==> config.mk <==
export PLATFORM = sky130hd
export DESIGN_NAME = exc_unit
export DESIGN_NICKNAME = d
export VERILOG_FILES = /design/src/rtl/exc_pkg.sv /design/src/rtl/exc_prio_enc.sv /design/src/rtl/exc_unit.sv
export SDC_FILE = /design/constraint.sdc
export NUM_CORES = 1
export LEC_CHECK = 0
export CORE_ASPECT_RATIO = 1.25
export CORE_UTILIZATION = 25
export DETAILED_ROUTE_END_ITERATION = 10
export HOLD_SLACK_MARGIN = 0.03
export PLACE_DENSITY = 0.62
export SETUP_SLACK_MARGIN = 0.2
export SKIP_LAST_GASP = 1
export SLEW_MARGIN = 20
export SYNTH_ARGS = -nofsm -noshare
export SYNTH_HDL_FRONTEND = slang
export SYNTH_SLANG_ARGS = --single-unit
export TNS_END_PERCENT = 20
==> constraint.sdc <==
create_clock -name clk_i -period 2.7 [get_ports clk_i]
set_input_delay 0.27 -clock clk_i [delete_from_list [all_inputs] [get_ports clk_i]]
set_output_delay 0.27 -clock clk_i [all_outputs]
set_load 0.01 [all_outputs]
==> src/rtl/exc_pkg.sv <==
// rtl/exc_pkg.sv - shared types, cause codes and mstatus bit positions for the trap controller
package exc_pkg;

   typedef enum logic [1:0] {
      ST_IDLE,
      ST_TRAP,
      ST_MRET,
      ST_JUMP
   } state_e;

   localparam int MSTATUS_MIE  = 3;
   localparam int MSTATUS_MPIE = 7;
   localparam int MSTATUS_MPP_LO = 11;
   localparam int MSTATUS_MPP_HI = 12;

   localparam int EXC_INST_MISALIGNED = 0;
   localparam int EXC_INST_FAULT      = 1;
   localparam int EXC_ILLEGAL         = 2;
   localparam int EXC_EBREAK          = 3;
   localparam int EXC_ECALL           = 4;
   localparam int EXC_LD_MISALIGNED   = 5;
   localparam int EXC_LD_FAULT        = 6;
   localparam int EXC_ST_MISALIGNED   = 7;
   localparam int EXC_ST_FAULT        = 8;
   localparam int NUM_EXC             = 9;

   localparam int IRQ_SW    = 0;
   localparam int IRQ_TIMER = 1;
   localparam int IRQ_EXT   = 2;

   localparam logic [31:0] CAUSE_INST_MISALIGNED = 32'd0;
   localparam logic [31:0] CAUSE_INST_FAULT      = 32'd1;
   localparam logic [31:0] CAUSE_ILLEGAL         = 32'd2;
   localparam logic [31:0] CAUSE_EBREAK          = 32'd3;
   localparam logic [31:0] CAUSE_LD_MISALIGNED   = 32'd4;
   localparam logic [31:0] CAUSE_LD_FAULT        = 32'd5;
   localparam logic [31:0] CAUSE_ST_MISALIGNED   = 32'd6;
   localparam logic [31:0] CAUSE_ST_FAULT        = 32'd7;
   localparam logic [31:0] CAUSE_ECALL           = 32'd11;
   localparam logic [31:0] CAUSE_IRQ_SW          = 32'h8000_0003;
   localparam logic [31:0] CAUSE_IRQ_TIMER       = 32'h8000_0007;
   localparam logic [31:0] CAUSE_IRQ_EXT         = 32'h8000_000B;

   function automatic logic [31:0] exc_cause(input logic [3:0] idx);
      logic [31:0] c;
      c = 32'd0;
      case (idx)
         4'd0: c = CAUSE_INST_MISALIGNED;
         4'd1: c = CAUSE_INST_FAULT;
         4'd2: c = CAUSE_ILLEGAL;
         4'd3: c = CAUSE_EBREAK;
         4'd4: c = CAUSE_ECALL;
         4'd5: c = CAUSE_LD_MISALIGNED;
         4'd6: c = CAUSE_LD_FAULT;
         4'd7: c = CAUSE_ST_MISALIGNED;
         4'd8: c = CAUSE_ST_FAULT;
         default: c = 32'd0;
      endcase
      return c;
   endfunction

   // Causes whose mtval carries the faulting address.
   function automatic logic mtval_is_addr(input logic [31:0] cause);
      return (cause == CAUSE_INST_MISALIGNED) || (cause == CAUSE_INST_FAULT) ||
             (cause == CAUSE_LD_MISALIGNED)   || (cause == CAUSE_LD_FAULT)   ||
             (cause == CAUSE_ST_MISALIGNED)   || (cause == CAUSE_ST_FAULT);
   endfunction

endpackage

==> src/rtl/exc_prio_enc.sv <==
// rtl/exc_prio_enc.sv - picks the winning trap: exceptions (lowest bit first) over interrupts
module exc_prio_enc
   import exc_pkg::*;
(
   input  logic        valid_i,
   input  logic [8:0]  exc_vec_i,
   input  logic [2:0]  irq_i,
   input  logic [2:0]  irq_en_i,
   input  logic        global_ie_i,
   output logic        pending_o,
   output logic        is_irq_o,
   output logic [31:0] cause_o
);

   logic [8:0] exc_act;
   logic [2:0] irq_act;

   always_comb begin
      exc_act   = exc_vec_i & {NUM_EXC{valid_i}};
      // Interrupts are only taken against a retiring instruction so mepc is meaningful.
      irq_act   = irq_i & irq_en_i & {3{global_ie_i & valid_i}};
      pending_o = 1'b0;
      is_irq_o  = 1'b0;
      cause_o   = 32'd0;
      if (|exc_act) begin
         pending_o = 1'b1;
         for (int i = NUM_EXC - 1; i >= 0; i--) begin
            if (exc_act[i]) begin
               cause_o = exc_cause(4'(i));
            end
         end
      end else if (|irq_act) begin
         pending_o = 1'b1;
         is_irq_o  = 1'b1;
         if (irq_act[IRQ_EXT]) begin
            cause_o = CAUSE_IRQ_EXT;
         end else if (irq_act[IRQ_SW]) begin
            cause_o = CAUSE_IRQ_SW;
         end else begin
            cause_o = CAUSE_IRQ_TIMER;
         end
      end
   end

endmodule

==> src/rtl/exc_unit.sv <==
// rtl/exc_unit.sv - machine-mode trap/mret controller feeding the CSR exception write port
// Optional EXC_VECTORED_EN: vectored interrupt targets when mtvec[1:0] == 2'b01.
module exc_unit
   import exc_pkg::*;
#(
   parameter logic [31:0] RESET_PC = 32'h0000_0000
) (
   input  logic        clk_i,
   input  logic        rst_i,
   input  logic        valid_i,
   input  logic [31:0] pc_i,
   input  logic [31:0] instr_i,
   input  logic [31:0] mem_addr_i,
   input  logic [8:0]  exc_vec_i,
   input  logic        mret_i,
   input  logic [2:0]  irq_i,
   input  logic [31:0] mstatus_i,
   input  logic [31:0] mie_i,
   input  logic [31:0] mtvec_i,
   input  logic [31:0] mepc_i,
   output logic        we_exc_o,
   output logic [31:0] mcause_o,
   output logic [31:0] mepc_o,
   output logic [31:0] mtval_o,
   output logic [31:0] mstatus_o,
   output logic        redirect_o,
   output logic [31:0] redirect_pc_o,
   output logic        flush_o,
   output logic        busy_o
);

   state_e      state_q, state_d;
   logic [31:0] mcause_q, mcause_d;
   logic [31:0] mepc_q, mepc_d;
   logic [31:0] mtval_q, mtval_d;
   logic [31:0] mstatus_q, mstatus_d;
   logic        is_irq_q, is_irq_d;
   logic        is_mret_q, is_mret_d;

   logic        pending;
   logic        is_irq;
   logic [31:0] cause;
   logic [31:0] trap_mstatus;
   logic [31:0] mret_mstatus;
   logic [31:0] trap_target;
   logic        unused_bits;

   exc_prio_enc u_prio (
      .valid_i     (valid_i),
      .exc_vec_i   (exc_vec_i),
      .irq_i       (irq_i),
      .irq_en_i    ({mie_i[11], mie_i[7], mie_i[3]}),
      .global_ie_i (mstatus_i[MSTATUS_MIE]),
      .pending_o   (pending),
      .is_irq_o    (is_irq),
      .cause_o     (cause)
   );

   always_comb begin
      trap_mstatus = mstatus_i;
      trap_mstatus[MSTATUS_MPIE] = mstatus_i[MSTATUS_MIE];
      trap_mstatus[MSTATUS_MIE]  = 1'b0;
      trap_mstatus[MSTATUS_MPP_HI:MSTATUS_MPP_LO] = 2'b11;

      mret_mstatus = mstatus_i;
      mret_mstatus[MSTATUS_MIE]  = mstatus_i[MSTATUS_MPIE];
      mret_mstatus[MSTATUS_MPIE] = 1'b1;
      mret_mstatus[MSTATUS_MPP_HI:MSTATUS_MPP_LO] = 2'b11;
   end

   always_comb begin
      state_d   = state_q;
      mcause_d  = mcause_q;
      mepc_d    = mepc_q;
      mtval_d   = mtval_q;
      mstatus_d = mstatus_q;
      is_irq_d  = is_irq_q;
      is_mret_d = is_mret_q;
      case (state_q)
         ST_IDLE: begin
            if (pending) begin
               state_d   = ST_TRAP;
               mcause_d  = cause;
               mepc_d    = pc_i;
               mstatus_d = trap_mstatus;
               is_irq_d  = is_irq;
               is_mret_d = 1'b0;
               if (is_irq) begin
                  mtval_d = 32'd0;
               end else if (cause == CAUSE_ILLEGAL) begin
                  mtval_d = instr_i;
               end else if (mtval_is_addr(cause)) begin
                  mtval_d = mem_addr_i;
               end else begin
                  mtval_d = 32'd0;
               end
            end else if (valid_i && mret_i) begin
               // mcause/mtval keep the last trap's values so the CSR write is a no-op for them.
               state_d   = ST_MRET;
               mepc_d    = mepc_i;
               mstatus_d = mret_mstatus;
               is_irq_d  = 1'b0;
               is_mret_d = 1'b1;
            end
         end
         ST_TRAP: state_d = ST_JUMP;
         ST_MRET: state_d = ST_JUMP;
         ST_JUMP: state_d = ST_IDLE;
         default: state_d = ST_IDLE;
      endcase
   end

   always_comb begin
      trap_target = {mtvec_i[31:2], 2'b00};
`ifdef EXC_VECTORED_EN
      if (is_irq_q && (mtvec_i[1:0] == 2'b01)) begin
         trap_target = {mtvec_i[31:2], 2'b00} + {25'd0, mcause_q[4:0], 2'b00};
      end
`else
      trap_target = {mtvec_i[31:2], 2'b00};
`endif
   end

   always_comb begin
      we_exc_o      = 1'b0;
      flush_o       = 1'b0;
      mcause_o      = 32'd0;
      mepc_o        = 32'd0;
      mtval_o       = 32'd0;
      mstatus_o     = 32'd0;
      redirect_o    = 1'b0;
      redirect_pc_o = 32'd0;
      busy_o        = 1'b0;
      if (rst_i) begin
         redirect_pc_o = RESET_PC;
      end else begin
         busy_o = (state_q != ST_IDLE);
         if ((state_q == ST_TRAP) || (state_q == ST_MRET)) begin
            we_exc_o  = 1'b1;
            flush_o   = 1'b1;
            mcause_o  = mcause_q;
            mepc_o    = mepc_q;
            mtval_o   = mtval_q;
            mstatus_o = mstatus_q;
         end
         if (state_q == ST_JUMP) begin
            redirect_o    = 1'b1;
            redirect_pc_o = is_mret_q ? {mepc_i[31:2], 2'b00} : trap_target;
         end
      end
   end

   always_ff @(posedge clk_i) begin
      if (rst_i) begin
         state_q   <= ST_IDLE;
         mcause_q  <= 32'd0;
         mepc_q    <= 32'd0;
         mtval_q   <= 32'd0;
         mstatus_q <= 32'd0;
         is_irq_q  <= 1'b0;
         is_mret_q <= 1'b0;
      end else begin
         state_q   <= state_d;
         mcause_q  <= mcause_d;
         mepc_q    <= mepc_d;
         mtval_q   <= mtval_d;
         mstatus_q <= mstatus_d;
         is_irq_q  <= is_irq_d;
         is_mret_q <= is_mret_d;
      end
   end

   assign unused_bits = ^{mie_i[31:12], mie_i[10:8], mie_i[6:4], mie_i[2:0],
                          mtvec_i[1:0], mepc_i[1:0], is_irq_q};

endmodule

==> results.py, run 1 <==
metrics = {
    "run_status": {
        "status": "completed",
    },
    "synthesis": {
        "yosysTopAreaCellShare": 0.340,
        "synth-xor-area-share": 0,
        "netlist_top_cells_area": "dfxtp_1 (34%), and2_1 (10%), nor4_2 (6.2%)",
        "synthFlopType": "dfxtp_1",
        "synth_top_family_by_area": "simple AND/OR/NAND/NOR gates",
        "synth_area_mm2": 0.00607,
        "synth_seq_cells": 103,
        "synth.most_common_cell": "dfxtp_1",
        "synthAdderAreaFrac": 0.00413,
        "yosys_warnings": 0,
        "synth_top_cells_by_count": "dfxtp_1 (103), and2_1 (101), a21oi_1 (68)",
        "synthMuxAreaShare": 0.0495,
        "yosysSeqAreaShare": 0.340,
        "synth_compound_area_frac": 0.193,
        "synth-simple-area-share": 0.307,
        "synth_top_area_cell": "dfxtp_1",
        "syn_inst": 731,
        "synth.avg_cell_area_um2": 8.30,
        "yosysUniqueCellTypes": 50,
        "synth_edf_count": 0,
        "async_flop_share": 0,
    },
    "cells_and_area": {
        "fillers": 2372,
        "antenna_cells": 0,
        "synthToLayoutAreaGrowth_pct": 68.3,
        "fin_area_mm2": 0.0102,
        "final_nets": 1272,
        "final_layout_size_suffix_gt1_frac": 0.0908,
    },
    "pwr": {
        "comb_power_share": 0.388,
        "seqPwrFrac": 0.346,
        "p_leak_nw": 3.88,
        "power.internal_w": 0.00367,
        "swShare": 0.335,
        "clkPwrFrac": 0.265,
        "p_sw_w": 0.00185,
        "peakVddDrop_uv": 337,
        "total_power_w": 0.00552,
        "power_per_cell_area_mw_per_mm2": 541,
    },
    "routing": {
        "wl_per_cell_um": 17.3,
        "drt-initial-drc-count": 270,
        "drc": 0,
        "num_vias": 6485,
        "vias_per_cell": 4.77,
        "wl_um": 23600,
        "firstDrtPassIters": 4,
        "drtAntennaViolNets": 0,
    },
    "floorplan": {
        "fp.dieArea_mm2": 0.0249,
        "row_count": 63,
        "io_pins": 404,
        "core_mm2": 0.0238,
        "die_w_um": 141,
        "start_util": 0.255,
        "die_h_um": 176,
    },
    "setup_path": {
        "crit_cells": 7,
        "path_cells": "inv_1 > ha_1 > nor2b_4 > buf_6 > buf_16 > and2_1 > clkdlybuf4s50_1",
        "worstPathArrival_ns": 2.31,
        "crit_type": "reg2out",
        "crit_family": "buffers and inverters",
        "crit_path_start_kind": "register",
        "timing.critical_path.buf_inv": 4,
        "slowest_stage": "clkdlybuf4s50_1",
        "cp_slowest_stage_delay_ns": 0.54,
        "ff2ff_path_depth": 7,
        "r2r_slack_ns": 0.75,
        "crit_required_ns": 2.43,
        "endpoint_kind": "primary output",
        "path_max_fanout": 24,
    },
    "timing": {
        "relSlewSlack": 0.422,
        "fin_crit_ns": 2.58,
        "finalSetupTns_ns": 0,
        "fin_skew_ns": 0.00402,
        "period_share": 0.955,
        "tightest_slew_ns": 0.867,
        "hold_violations": 0,
        "slew_viol_final": 0,
        "rsz0062_at_grt": "yes",
        "finalSetupViolations": 0,
        "max_freq_mhz": 388,
    },
    "global_route": {
        "grt_max_degree": 70,
        "grt_pass1_wl_um": 35900,
        "grt_antenna_before_repair": 1,
        "grt_use_total": 0.188,
        "grt_pass1_vias": 6328,
        "gr-total-overflow": 0,
    },
    "cts": {
        "clock_latency_ns": 0.35,
        "cts.sink_count": 103,
        "htree_levels": 3,
        "cts_buffer_depth": 2,
        "numCtsBuffers": 9,
        "cts_tree": "built",
        "root_buffer": "clkbuf_16",
        "clkTransAtPathRegs_ns": 0.07,
    },
    "run": {
        "drv_cap": 0,
    },
    "place": {
        "gp_congestion": 0.748,
        "numPortBuffers": 341,
        "place_hpwl_um": 16100,
        "place_area_mm2": 0.00976,
    },
    "worst_hold_path": {
        "min_path_type": "in2reg",
        "holdPathStages": 3,
    },
}
==> registers in the layout, indices dropped and copies added, names as in the netlist <==
register,flops
mtval_q,32
state_q,2
is_mret_q,1
mcause_q,5
mepc_q,32
mstatus_q,31
==> per-layer routing <==
layer,routed length [um],track usage,up-vias
met5,13,0,-
met4,414,0.0562,2
met3,1720,0.0453,30
met2,11600,0.328,284
met1,9860,0.227,2984
li1,-,-,3185
==> worst reg2reg max path: stages (launching register included) <==
cell,delay (ns)
dfxtp_1,0.32
inv_1,0.07
ha_1,0.25
inv_1,0.17
a211oi_4,0.36
buf_4,0.39
o21ai_0,0.16
a21oi_1,0.17
==> repair_timing <==
action / CTS / global route
endpoints found under the setup margin: 101 / 99
buffers inserted: 2 / 0
endpoints found under the hold margin: 0 / 0
gates cloned: 2 / 0
hold buffers: 0 / 0
gates resized for setup: 9 / 20
==> metrics by stage <==
stage	util	std cells	hold WS [ns]	setup slack, ns
2_1_floorplan	-	759	0.424	0.775
3_3_place_gp	0.410	1340	0.435	0.105
3_5_place_dp	0.410	1340	0.439	0.0783
4_1_cts	0.427	1360	0.364	0.0632
5_1_grt	0.429	1360	0.390	0.00965
6_report	0.429	1360	0.362	0.121
==> worst paths after layout <==
| kind | from | endpoint |
|---|---|---|
| worst min register to register | mtval_q[28] | mtval_q[28] |
| worst max register to register | state_q[1] | mstatus_q[4] |
| worst max-delay path | state_q[1] | mepc_o[20] |
| worst min-delay path | rst_i | mstatus_q[12] |
==> final cells by class <==
class,instances,area [um^2],area share
Multi-Input combinational cell,540,3520,0.345
Sequential cell,103,2060,0.202
Inverter,6,22.5,0.00221
Tap cell,325,407,0.0398
Clock inverter,7,103,0.0101
Clock buffer,9,225,0.0221
Timing Repair Buffer,370,3860,0.379
==> power groups by stage <==
stage / Clock (W) / Combinational, W / Sequential, W
after floorplan: 0 / 0.00113 / 0.00190
final: 0.00147 / 0.00214 / 0.00191
after global placement: 0 / 0.00207 / 0.00194
after detailed placement: 0 / 0.00207 / 0.00195
after global routing: 0.00159 / 0.00233 / 0.00195
after CTS: 0.00153 / 0.00218 / 0.00192
==> logic make-up (layout without fill, tap and decap cells) <==
family,count (synthesis),in the layout
AOI/OAI and AO/OA,184,184
adders and majority gates,2,2
DFF,103,103
other,1,29
buffers and inverters,116,392
and+or+nand+nor,295,295
muxes,30,30
==> layout by cell type, fill, tap and decap left out, types with 2 or more instances in the layout <==
cell type | synthesis | final
clkdlybuf4s50_1 | 0 | 316
and2_1 | 101 | 101
dfxtp_1 | 103 | 101
a21oi_1 | 68 | 67
nor2_1 | 40 | 39
nor3_1 | 37 | 37
nor4_1 | 34 | 34
nand3_1 | 33 | 32
o22ai_1 | 32 | 32
o2bb2ai_1 | 31 | 31
mux2i_1 | 30 | 30
nor4_2 | 30 | 30
conb_1 | 1 | 29
o21ai_0 | 22 | 22
dlymetal6s2s_1 | 0 | 19
buf_4 | 34 | 13
buf_12 | 0 | 12
o21ai_1 | 10 | 10
clkbuf_16 | 0 | 9
nand2_1 | 7 | 7
inv_1 | 6 | 6
dlygate4sd2_1 | 0 | 5
o31ai_1 | 3 | 3
o21a_1 | 2 | 2
nand4_1 | 2 | 2
ha_1 | 2 | 2
inv_6 | 0 | 2
bufinv_16 | 0 | 2
buf_16 | 0 | 2
dfxtp_2 | 0 | 2
buf_6 | 8 | 2
(Power assumes the default switching activity.)
==> run 2: changes to the inputs <==
--- a/config.mk
+++ b/config.mk
@@ -10,7 +10,6 @@
 export DETAILED_ROUTE_END_ITERATION = 10
 export HOLD_SLACK_MARGIN = 0.03
 export PLACE_DENSITY = 0.62
-export SETUP_SLACK_MARGIN = 0.2
 export SKIP_LAST_GASP = 1
 export SLEW_MARGIN = 20
 export SYNTH_ARGS = -nofsm -noshare
==> results.py, run 2 (same netlist as run 1, synthesis figures left out) <==
metrics = {
    "timing": {
        "hold_violations": 0,
        "fin_crit_ns": 2.58,
        "slew_viol_final": 0,
        "fin_skew_ns": 0.00497,
        "rsz0062_at_grt": "no",
        "period_share": 0.954,
        "finalSetupViolations": 0,
        "relSlewSlack": 0.430,
        "tightest_slew_ns": 0.855,
        "finalSetupTns_ns": 0,
        "max_freq_mhz": 388,
    },
    "cells_and_area": {
        "final_layout_size_suffix_gt1_frac": 0.0907,
        "final_cell_mix": "clkdlybuf4s50_1 (339), dfxtp_1 (102), and2_1 (101)",
        "fillers": 2386,
        "reg.largest.list": "mepc_q: 32 flops, mtval_q: 32 flops, mstatus_q: 31 flops",
        "utilization": 0.427,
        "synthToLayoutAreaGrowth_pct": 67.7,
        "layout_commonest_cell": "clkdlybuf4s50_1",
        "fin_area_mm2": 0.0102,
        "final_nets": 1273,
        "antenna_cells": 0,
    },
    "global_route": {
        "grt_use_total": 0.185,
        "grt_pass1_vias": 6250,
        "gr-total-overflow": 0,
        "grt_max_degree": 70,
        "grt_antenna_before_repair": 1,
        "grt_pass1_wl_um": 35500,
    },
    "cts": {
        "cts.sink_count": 103,
        "clock_latency_ns": 0.35,
        "htree_levels": 3,
        "cts_hold_buf": 0,
        "root_buffer": "clkbuf_16",
        "cts_tree": "built",
        "numCtsBuffers": 9,
        "cts_buffer_depth": 2,
        "clkTransAtPathRegs_ns": 0.07,
    },
    "routing": {
        "firstDrtPassIters": 4,
        "wl_met2_um": 11700,
        "num_vias": 6454,
        "maxUsedRoutingLayer": "met5",
        "drtAntennaViolNets": 0,
        "wl_per_cell_um": 17.3,
        "drc": 0,
        "wl_um": 23600,
        "met1_length_um": 9840,
        "vias_per_cell": 4.74,
        "drt-initial-drc-count": 276,
        "dr_wl_met3_um": 1650,
    },
    "floorplan": {
        "row_count": 63,
        "fp.dieArea_mm2": 0.0249,
        "core_mm2": 0.0238,
        "die_w_um": 141,
        "io_pins": 404,
        "start_util": 0.255,
        "die_h_um": 176,
    },
    "run": {
        "drv_cap": 0,
    },
    "setup_path": {
        "path_max_fanout": 24,
        "crit_type": "reg2out",
        "crit_path_start_kind": "register",
        "path_cells": "inv_1 > ha_1 > nor2b_4 > buf_4 > clkbuf_16 > and2_1 > clkdlybuf4s50_1",
        "slowest_stage": "clkdlybuf4s50_1",
        "crit_required_ns": 2.43,
        "cp_slowest_stage_delay_ns": 0.56,
        "worstPathArrival_ns": 2.31,
        "endpoint_kind": "primary output",
    },
    "place": {
        "numPortBuffers": 341,
        "place_area_mm2": 0.00976,
        "gp_congestion": 0.748,
        "place_hpwl_um": 16100,
    },
    "pwr": {
        "power_per_cell_area_mw_per_mm2": 544,
        "peakVddDrop_uv": 322,
        "p_leak_nw": 3.53,
    },
    "run_status": {
        "status": "completed",
    },
    "worst_hold_path": {
        "min_path_type": "in2reg",
    },
}
run 2: changes by cell type in the layout (fill, tap and decap cells not counted), sizes merged:
| cell | change |
|---|---|
| clkdlybuf4s50 | +23 |
| dlymetal6s2s | -18 |
| clkbuf | +2 |
| dlygate4sd2 | -5 |
| buf | -1 |
run 2: per-stage QoR:
step | power [W] | hold slack, ns | worst slack, ns | instances
3_5_place_dp | 0.00402 | 0.439 | 0.0783 | 1340
2_1_floorplan | 0.00303 | 0.424 | 0.775 | 759
5_1_grt | 0.00588 | 0.389 | 0.0000242 | 1361
4_1_cts | 0.00553 | 0.364 | 0.0423 | 1356
3_3_place_gp | 0.00401 | 0.435 | 0.105 | 1340
6_report | 0.00554 | 0.358 | 0.123 | 1361
run 2: layer usage:
layer	vias to the layer above	global-route usage
li1	3190	-
met1	2974	0.225
met2	266	0.322
met3	22	0.0437
met4	2	0.0521
met5	-	0
run 2: power breakdown:
part,switching [W],internal [W]
sequential,0.000126,0.00178
clock,0.000644,0.000828
combinational,0.00108,0.00107
total,0.00185,0.00368
run 2: what timing repair did:
item                                    4_1_cts  5_1_grt
resized for setup                             0        1
setup buffers                                 0        3
endpoints found under the setup margin        0        3
run 2: final cells by class:
cell class                 instances  area, um^2  share of cell area
clock inverter                     7         103              0.0101
inverter                           6        22.5             0.00221
timing repair buffer             371        3830               0.377
multi-input combinational        540        3520               0.346
tap                              325         407              0.0400
clock buffer                       9         225              0.0221
sequential                       103        2060               0.203
run 2: final timing paths:
kind                                  start           end  slack [ns]  depth (start not counted)
worst min-delay path                  rst_i   mcause_q[0]        0.36                          4
worst min register to register  mtval_q[16]   mtval_q[16]        0.46                          1
worst max-delay path             state_q[0]    mepc_o[18]        0.12                          7
worst max register to register   state_q[0]  mstatus_q[4]        0.75                          7
run 2: worst max-delay path: cells and delay by family, from the launching register on:
| family | cells | cell delay (ns) |
|---|---|---|
| adder cells (fa/ha/maj) | 1 | 0.31 |
| buffers and inverters | 4 | 0.95 |
| AND/OR/NAND/NOR | 2 | 0.32 |
| flip-flops | 1 | 0.37 |
